## src/rtl/mem_access_arbiter_pkg.sv

```systemverilog
// -----------------------------------------------------------------------------
// mem_access_arbiter_pkg
// Shared definitions for the DA_VINCI memory-port arbiter:
//   - default address/data widths, tied to the processor's index limits
//   - arbiter FSM state encoding
//   - requester port identifiers used to tag the granted access
// -----------------------------------------------------------------------------
package mem_access_arbiter_pkg;

   // Highest bit index of a memory word address and of a data word.
   localparam int ADDRESS_INDEX_LIMIT = 25;
   localparam int DATA_INDEX_LIMIT    = 31;

   localparam int DEF_ADDR_W = ADDRESS_INDEX_LIMIT + 1;
   localparam int DEF_DATA_W = DATA_INDEX_LIMIT + 1;

   // Width of the latency and starvation counters (limits are 1..15).
   localparam int CNT_W = 4;

   typedef enum logic [1:0] {
      IDLE   = 2'b00,
      ACCESS = 2'b01,
      DONE   = 2'b10
   } arb_state_t;

   typedef logic port_id_t;

   localparam port_id_t PORT_IF = 1'b0;
   localparam port_id_t PORT_DM = 1'b1;

endpackage

```

## src/rtl/mem_arb_select.sv

```systemverilog
// -----------------------------------------------------------------------------
// mem_arb_select
// Winner selection between the instruction-fetch (IF) and data (DM) requesters,
// plus the starvation counter that eventually forces an IF grant when DM keeps
// winning while IF is waiting.
//
// Ports:
//   CLK      in   system clock, rising edge
//   RST      in   asynchronous active-low reset
//   IF_REQ   in   instruction-fetch request
//   DM_REQ   in   data access request
//   grant_en in   a grant is being issued this cycle (arbiter idle, a REQ high)
//   winner   out  port that wins if a grant is issued this cycle
// -----------------------------------------------------------------------------
module mem_arb_select
   import mem_access_arbiter_pkg::*;
#(
   parameter int STARVE_LIMIT = 4
)(
   input  logic     CLK,
   input  logic     RST,
   input  logic     IF_REQ,
   input  logic     DM_REQ,
   input  logic     grant_en,
   output port_id_t winner
);

   localparam logic [CNT_W-1:0] LIMIT = CNT_W'(STARVE_LIMIT);

   logic [CNT_W-1:0] starve_cnt;
   logic             if_forced;

   // Data-first priority; IF only overrides a competing DM request once it
   // has been passed over STARVE_LIMIT times in a row.
   always_comb begin
      if_forced = IF_REQ && (starve_cnt == LIMIT);
      if (DM_REQ && !if_forced) begin
         winner = PORT_DM;
      end else begin
         winner = PORT_IF;
      end
   end

   // Count DM grants that left IF waiting, saturating at the limit. Any IF
   // grant, or a DM grant with nobody waiting, means IF is no longer starved.
   always_ff @(posedge CLK or negedge RST) begin
      if (!RST) begin
         starve_cnt <= '0;
      end else if (grant_en) begin
         if ((winner == PORT_DM) && IF_REQ) begin
            if (starve_cnt != LIMIT) begin
               starve_cnt <= starve_cnt + 1'b1;
            end
         end else begin
            starve_cnt <= '0;
         end
      end
   end

endmodule

```

## src/rtl/mem_access_arbiter.sv

```systemverilog
// -----------------------------------------------------------------------------
// mem_access_arbiter
// Shares the single DA_VINCI memory port between the instruction-fetch unit
// (read-only) and the data load/store unit (read/write). A granted access is
// latched, the memory strobe is held for MEM_LATENCY cycles, and a one-cycle
// ACK is returned to the winner.
//
// Ports:
//   CLK, RST                 clock (rising edge), async active-low reset
//   IF_REQ, IF_ADDR          fetch request and address
//   IF_RDATA, IF_ACK         fetched word (valid with ACK), completion pulse
//   DM_REQ, DM_WE            data request, 1=write 0=read
//   DM_ADDR, DM_WDATA        data address and write data
//   DM_RDATA, DM_ACK         read word (valid with ACK), completion pulse
//   MEM_ADDR                 memory address
//   MEM_READ, MEM_WRITE      memory strobes (never both high)
//   MEM_DATA_IN              write data into memory
//   MEM_DATA_OUT             read data from memory
//   BUSY                     high whenever an access is in flight
// -----------------------------------------------------------------------------
module mem_access_arbiter
   import mem_access_arbiter_pkg::*;
#(
   parameter int ADDR_W       = DEF_ADDR_W,
   parameter int DATA_W       = DEF_DATA_W,
   parameter int MEM_LATENCY  = 1,
   parameter int STARVE_LIMIT = 4
)(
   input  logic              CLK,
   input  logic              RST,
   input  logic              IF_REQ,
   input  logic [ADDR_W-1:0] IF_ADDR,
   output logic [DATA_W-1:0] IF_RDATA,
   output logic              IF_ACK,
   input  logic              DM_REQ,
   input  logic              DM_WE,
   input  logic [ADDR_W-1:0] DM_ADDR,
   input  logic [DATA_W-1:0] DM_WDATA,
   output logic [DATA_W-1:0] DM_RDATA,
   output logic              DM_ACK,
   output logic [ADDR_W-1:0] MEM_ADDR,
   output logic              MEM_READ,
   output logic              MEM_WRITE,
   output logic [DATA_W-1:0] MEM_DATA_IN,
   input  logic [DATA_W-1:0] MEM_DATA_OUT,
   output logic              BUSY
);

   // Counter value on the final strobe cycle of an access.
   localparam logic [CNT_W-1:0] LAST_CNT = CNT_W'(MEM_LATENCY - 1);

   arb_state_t        state_q;
   arb_state_t        state_d;
   port_id_t          winner;
   port_id_t          owner_q;
   logic              we_q;
   logic [ADDR_W-1:0] addr_q;
   logic [DATA_W-1:0] wdata_q;
   logic [DATA_W-1:0] if_rdata_q;
   logic [DATA_W-1:0] dm_rdata_q;
   logic [CNT_W-1:0]  lat_cnt_q;
   logic              any_req;
   logic              grant_en;
   logic              last_beat;

   assign any_req   = IF_REQ | DM_REQ;
   assign grant_en  = (state_q == IDLE) && any_req;
   assign last_beat = (state_q == ACCESS) && (lat_cnt_q == LAST_CNT);

   mem_arb_select #(
      .STARVE_LIMIT (STARVE_LIMIT)
   ) u_select (
      .CLK      (CLK),
      .RST      (RST),
      .IF_REQ   (IF_REQ),
      .DM_REQ   (DM_REQ),
      .grant_en (grant_en),
      .winner   (winner)
   );

   // FSM state register; reset drops any in-flight access immediately.
   always_ff @(posedge CLK or negedge RST) begin
      if (!RST) begin
         state_q <= IDLE;
      end else begin
         state_q <= state_d;
      end
   end

   // Next state: one grant per IDLE visit, so back-to-back grants are always
   // separated by the full ACCESS + DONE sequence.
   always_comb begin
      state_d = state_q;
      case (state_q)
         IDLE:    if (any_req)   state_d = ACCESS;
         ACCESS:  if (last_beat) state_d = DONE;
         DONE:                   state_d = IDLE;
         default:                state_d = IDLE;
      endcase
   end

   // Capture the winning request at grant time; requester inputs are ignored
   // from here until the arbiter is idle again. IF accesses are always reads.
   always_ff @(posedge CLK or negedge RST) begin
      if (!RST) begin
         owner_q <= PORT_IF;
         we_q    <= 1'b0;
         addr_q  <= '0;
         wdata_q <= '0;
      end else if (grant_en) begin
         owner_q <= winner;
         if (winner == PORT_DM) begin
            we_q    <= DM_WE;
            addr_q  <= DM_ADDR;
            wdata_q <= DM_WDATA;
         end else begin
            we_q    <= 1'b0;
            addr_q  <= IF_ADDR;
            wdata_q <= '0;
         end
      end
   end

   // Latency counter: runs through the ACCESS cycles and rests at zero so the
   // next access always starts counting from the beginning.
   always_ff @(posedge CLK or negedge RST) begin
      if (!RST) begin
         lat_cnt_q <= '0;
      end else if ((state_q == ACCESS) && !last_beat) begin
         lat_cnt_q <= lat_cnt_q + 1'b1;
      end else begin
         lat_cnt_q <= '0;
      end
   end

   // Read data is sampled on the final strobe cycle into the owner's register
   // and then held until that port completes another read.
   always_ff @(posedge CLK or negedge RST) begin
      if (!RST) begin
         if_rdata_q <= '0;
         dm_rdata_q <= '0;
      end else if (last_beat && !we_q) begin
         if (owner_q == PORT_DM) begin
            dm_rdata_q <= MEM_DATA_OUT;
         end else begin
            if_rdata_q <= MEM_DATA_OUT;
         end
      end
   end

   // Outputs depend only on the current state and latched request, so they
   // fall to zero the moment reset forces the FSM back to IDLE.
   always_comb begin
      MEM_ADDR    = '0;
      MEM_READ    = 1'b0;
      MEM_WRITE   = 1'b0;
      MEM_DATA_IN = '0;
      IF_ACK      = 1'b0;
      DM_ACK      = 1'b0;
      BUSY        = (state_q != IDLE);
      case (state_q)
         ACCESS: begin
            MEM_ADDR  = addr_q;
            MEM_READ  = !we_q;
            MEM_WRITE = we_q;
            if (we_q) begin
               MEM_DATA_IN = wdata_q;
            end
         end
         DONE: begin
            IF_ACK = (owner_q == PORT_IF);
            DM_ACK = (owner_q == PORT_DM);
         end
         default: begin
         end
      endcase
   end

   assign IF_RDATA = if_rdata_q;
   assign DM_RDATA = dm_rdata_q;

endmodule

```

## config.mk

```make
export PLATFORM = sky130hd
export DESIGN_NAME = mem_access_arbiter
export DESIGN_NICKNAME = d
export VERILOG_FILES = /design/src/rtl/mem_access_arbiter_pkg.sv /design/src/rtl/mem_arb_select.sv /design/src/rtl/mem_access_arbiter.sv
export SDC_FILE = /design/constraint.sdc
export NUM_CORES = 1
export LEC_CHECK = 0
export BUFFER_PORTS_ARGS = -buffer_cell sky130_fd_sc_hd__buf_2
export CAP_MARGIN = 30
export CORE_MARGIN = 2
export CORE_UTILIZATION = 35
export DETAILED_ROUTE_END_ITERATION = 10
export GPL_ROUTABILITY_DRIVEN = 1
export GPL_TIMING_DRIVEN = 0
export REMOVE_ABC_BUFFERS = 1
export SLEW_MARGIN = 0
export SYNTH_ARGS = -nofsm -noshare
export SYNTH_HDL_FRONTEND = slang
export SYNTH_HIERARCHICAL = 1
export SYNTH_SLANG_ARGS = --single-unit
export TNS_END_PERCENT = 1
```

## constraint.sdc

```tcl
create_clock -name CLK -period 2.95 [get_ports CLK]
set_clock_uncertainty 0.15 [all_clocks]
set_input_delay 0.4425 -clock CLK [delete_from_list [all_inputs] [get_ports CLK]]
set_output_delay 0.4425 -clock CLK [all_outputs]
set_load 0.02 [all_outputs]
```

==> results.md <==
- Max cap viols: 0
- Post-route ant nets: 0
- Pwr dens: about 1100 nW/µm²
- Drt drc: 0
- Warnings, synthesis: 6
- Clock H-tree levels: 4
- Unrepaired setup endpoints after global routing: no
- Port Buffer Count: around 250
- Hold slack: 0.1124 ns
- Netlist cell types: 36
- I/O pin cnt: 248
- Fin crit period: 2.717 ns
- Fin nets: 864
- Pre-CTS setup slack: roughly 0.076 ns
- Vias in the first global route: 4908
- Worst-Skew Late Latency: 0.41 ns
- Inserted Clock Buffers: 17
- Syn Inst Count: about 500
- Synth Area per Inst: 12.44 µm²
- Resize count post-CTS: 0
- DPL Wire Length: 10820 µm
- Leak pwr: 4.333 nW
- 1st-pass router iterations: 4
- Vias per inst: 4.845
- Area Growth Syn to Fin: 36.55%
- GRT Overall Usage: 0.1668
- Sequential element share of the synthesized area: 0.5403
- Die Ht: 137.2 µm
- Crit end category: register
- Setup CP Type: register to register
- Core Rows: 48
- Yosys reg bits: 134
- First-pass GRT wire length: between 20000 and 25000 µm
- WL/cell: 15.62 µm
- Synth Area in Compound Gates: 0.07722
- XOR/XNOR share of the synthesized area: 0.001411
- Startpoint types: register
- Top_reg_cell synth: dfrtp_1
- First DRT Iteration DRCs: ~140
- Commonest cells after routing, fill and taps aside: buf_2 (246), dfrtp_1 (134), mux2_2 (84)
- Post-synth EDFFs: 0
- Max_slew headroom: 0.5233
- Arrival time worst endpoint: ~2.9 ns
- Final WS setup: roughly 0.23 ns
- Longest Clk Path Bufs: 2
- Initial antenna violation count: 1
- Share of cells above drive strength 1: 0.5532
- # clock sinks: 134
- Final setup viols: 0
- Root buffer cell: clkbuf_16
- Critical Path Fanout Max: 22
- Final wirelength: 15280 µm
- Commonest non-fill, non-tap cell in the layout: buf_2
- Mux cell area share after synthesis: 0.2321
- Final Max Slew Viols: 0
- Initial Util: 0.3588
- Width of the die: 137.2 µm
- Period utilization: 0.9210
- CTS tree: done
- Hold Fails Final Rpt: 0
- Largest family of logic cells by synthesized area: multiplexers
- Achievable frequency: 368.1 MHz
- Vias: 4738
- CP required: 3.09 ns
- Synthesized cell area: 6206 µm²
- CORE AREA: 17300 µm²
- Area share of fa/ha/maj cells after synthesis: 0.008065
- Synth Area in Simple Gates: 0.1067
- GPL Wtd Cong: 0.7710
- TNS Setup: 0 ns
- Largest net degree at the start of global routing: 69
- VDD IR-drop max: 638.9 µV
- Gr ovfl total: 0
- Filler instances: 1611
- Asr flop ratio synth: 1.000
- Die ar.: ~19000 µm²
- Worst-Margin Slew: 0.7151 ns
- Worst-path clk slew: about 0.060 ns
- Status: finished, final reports clean
- Hold crit path type: primary input to register
-- logic make-up (layout without fill, tap and decap cells) --
logic type | after synthesis | count (layout)
buffers and inverters | 48 | 301
flip-flops | 134 | 134
adder cells (fa/ha/maj) | 4 | 4
XOR/XNOR | 1 | 1
AND/OR/NAND/NOR | 119 | 119
multiplexers | 118 | 118
AO/OA/AOI/OAI | 75 | 75
other | 0 | 1
-- synth_stat cells (2+ instances only) --
master,instances,area (µm²)
clkbuf_1,30,112.6
o21ai_0,34,170.2
mux2_4,30,450.4
o31ai_1,34,255.2
nand2b_1,2,12.51
buf_2,5,25.02
dfrtp_1,134,3353
nand2_1,35,131.4
nor2b_1,4,25.02
and3_1,33,206.5
buf_1,2,7.510
nor3b_1,3,22.52
nor2_1,6,22.52
ha_1,4,50.05
buf_6,3,33.78
a21o_1,2,15.01
mux2_2,84,945.9
mux2_1,3,33.78
nand3_1,2,10.01
inv_1,7,26.28
and2_1,27,168.9
-- state kept, by name, indices dropped and copies added, names as in the netlist --
| register | cells |
|---|---|
| DM_RDATA | 32 |
| addr_q | 26 |
| we_q | 1 |
| IF_RDATA | 32 |
| wdata_q | 32 |
| owner_q | 1 |
| lat_cnt_q | 4 |
| state_q | 2 |
| u_select/starve_cnt | 4 |
-- power breakdown --
group | switching (mW) | internal [mW]
clock network | 0.786 | 1.44
registers | 0.452 | 2.74
logic | 2.23 | 1.87
total | 3.47 | 6.05
-- routing by layer --
layer | GRT usage | wire length (µm)
met5 | 0 | 0
met3 | 0.04296 | 854
met2 | 0.2792 | 7578
met1 | 0.1988 | 6391
met4 | 0.08190 | 449
-- timing repair --
action                     4_1_cts  5_1_grt
hold endpoints to repair        66        0
hold buffers                     1        0
setup endpoints to repair        0       10
buffers inserted                 0        3
-- layout make-up --
cell class                 count  area, µm²  share of cell area
clock buffer                  20      446.7             0.05271
tap                          225      281.5             0.03322
multi-input combinational    317       2685              0.3168
inverter                       7      26.28            0.003101
timing repair buffer         262       1503              0.1773
antenna                        1      2.502           0.0002953
clock inverter                12      176.4             0.02082
sequential                   134       3353              0.3957
-- critical path: stages (launching register included) --
cell and delay (ns):
dfrtp_1 0.37, inv_1 0.08, ha_1 0.18, nor2b_1 0.17, a31oi_4 0.62, buf_16 0.24
buf_16 0.18, mux2_2 0.34, mux2_2 0.26
-- path summary, 6_finish.rpt --
path,start,end,slack (ns),depth (start not counted)
min in group asynchronous,RST,addr_q[2]$_DFFE_PN0P_,0.47,2
worst max-delay path,u_select/starve_cnt[0]$_DFFE_PN0P_,addr_q[0]$_DFFE_PN0P_,0.23,8
max in group asynchronous,RST,DM_RDATA[18]$_DFFE_PN0P_,1.41,3
worst max register to register,u_select/starve_cnt[0]$_DFFE_PN0P_,addr_q[0]$_DFFE_PN0P_,0.23,8
worst min-delay path,MEM_DATA_OUT[31],DM_RDATA[31]$_DFFE_PN0P_,0.11,2
worst min register to register,lat_cnt_q[0]$_DFF_PN0_,lat_cnt_q[0]$_DFF_PN0_,0.33,1
-- metrics by stage --
step	total power, mW	std cells	instance area [µm²]	util
after detailed placement	7.333	940	7801	0.4510
after floorplan	5.844	458	6020	-
after global placement	7.060	930	7537	0.4358
after global routing	10.14	978	8474	0.4899
final	9.519	978	8474	0.4899
after CTS	9.615	973	8434	0.4876
(Power assumes the default switching activity.)
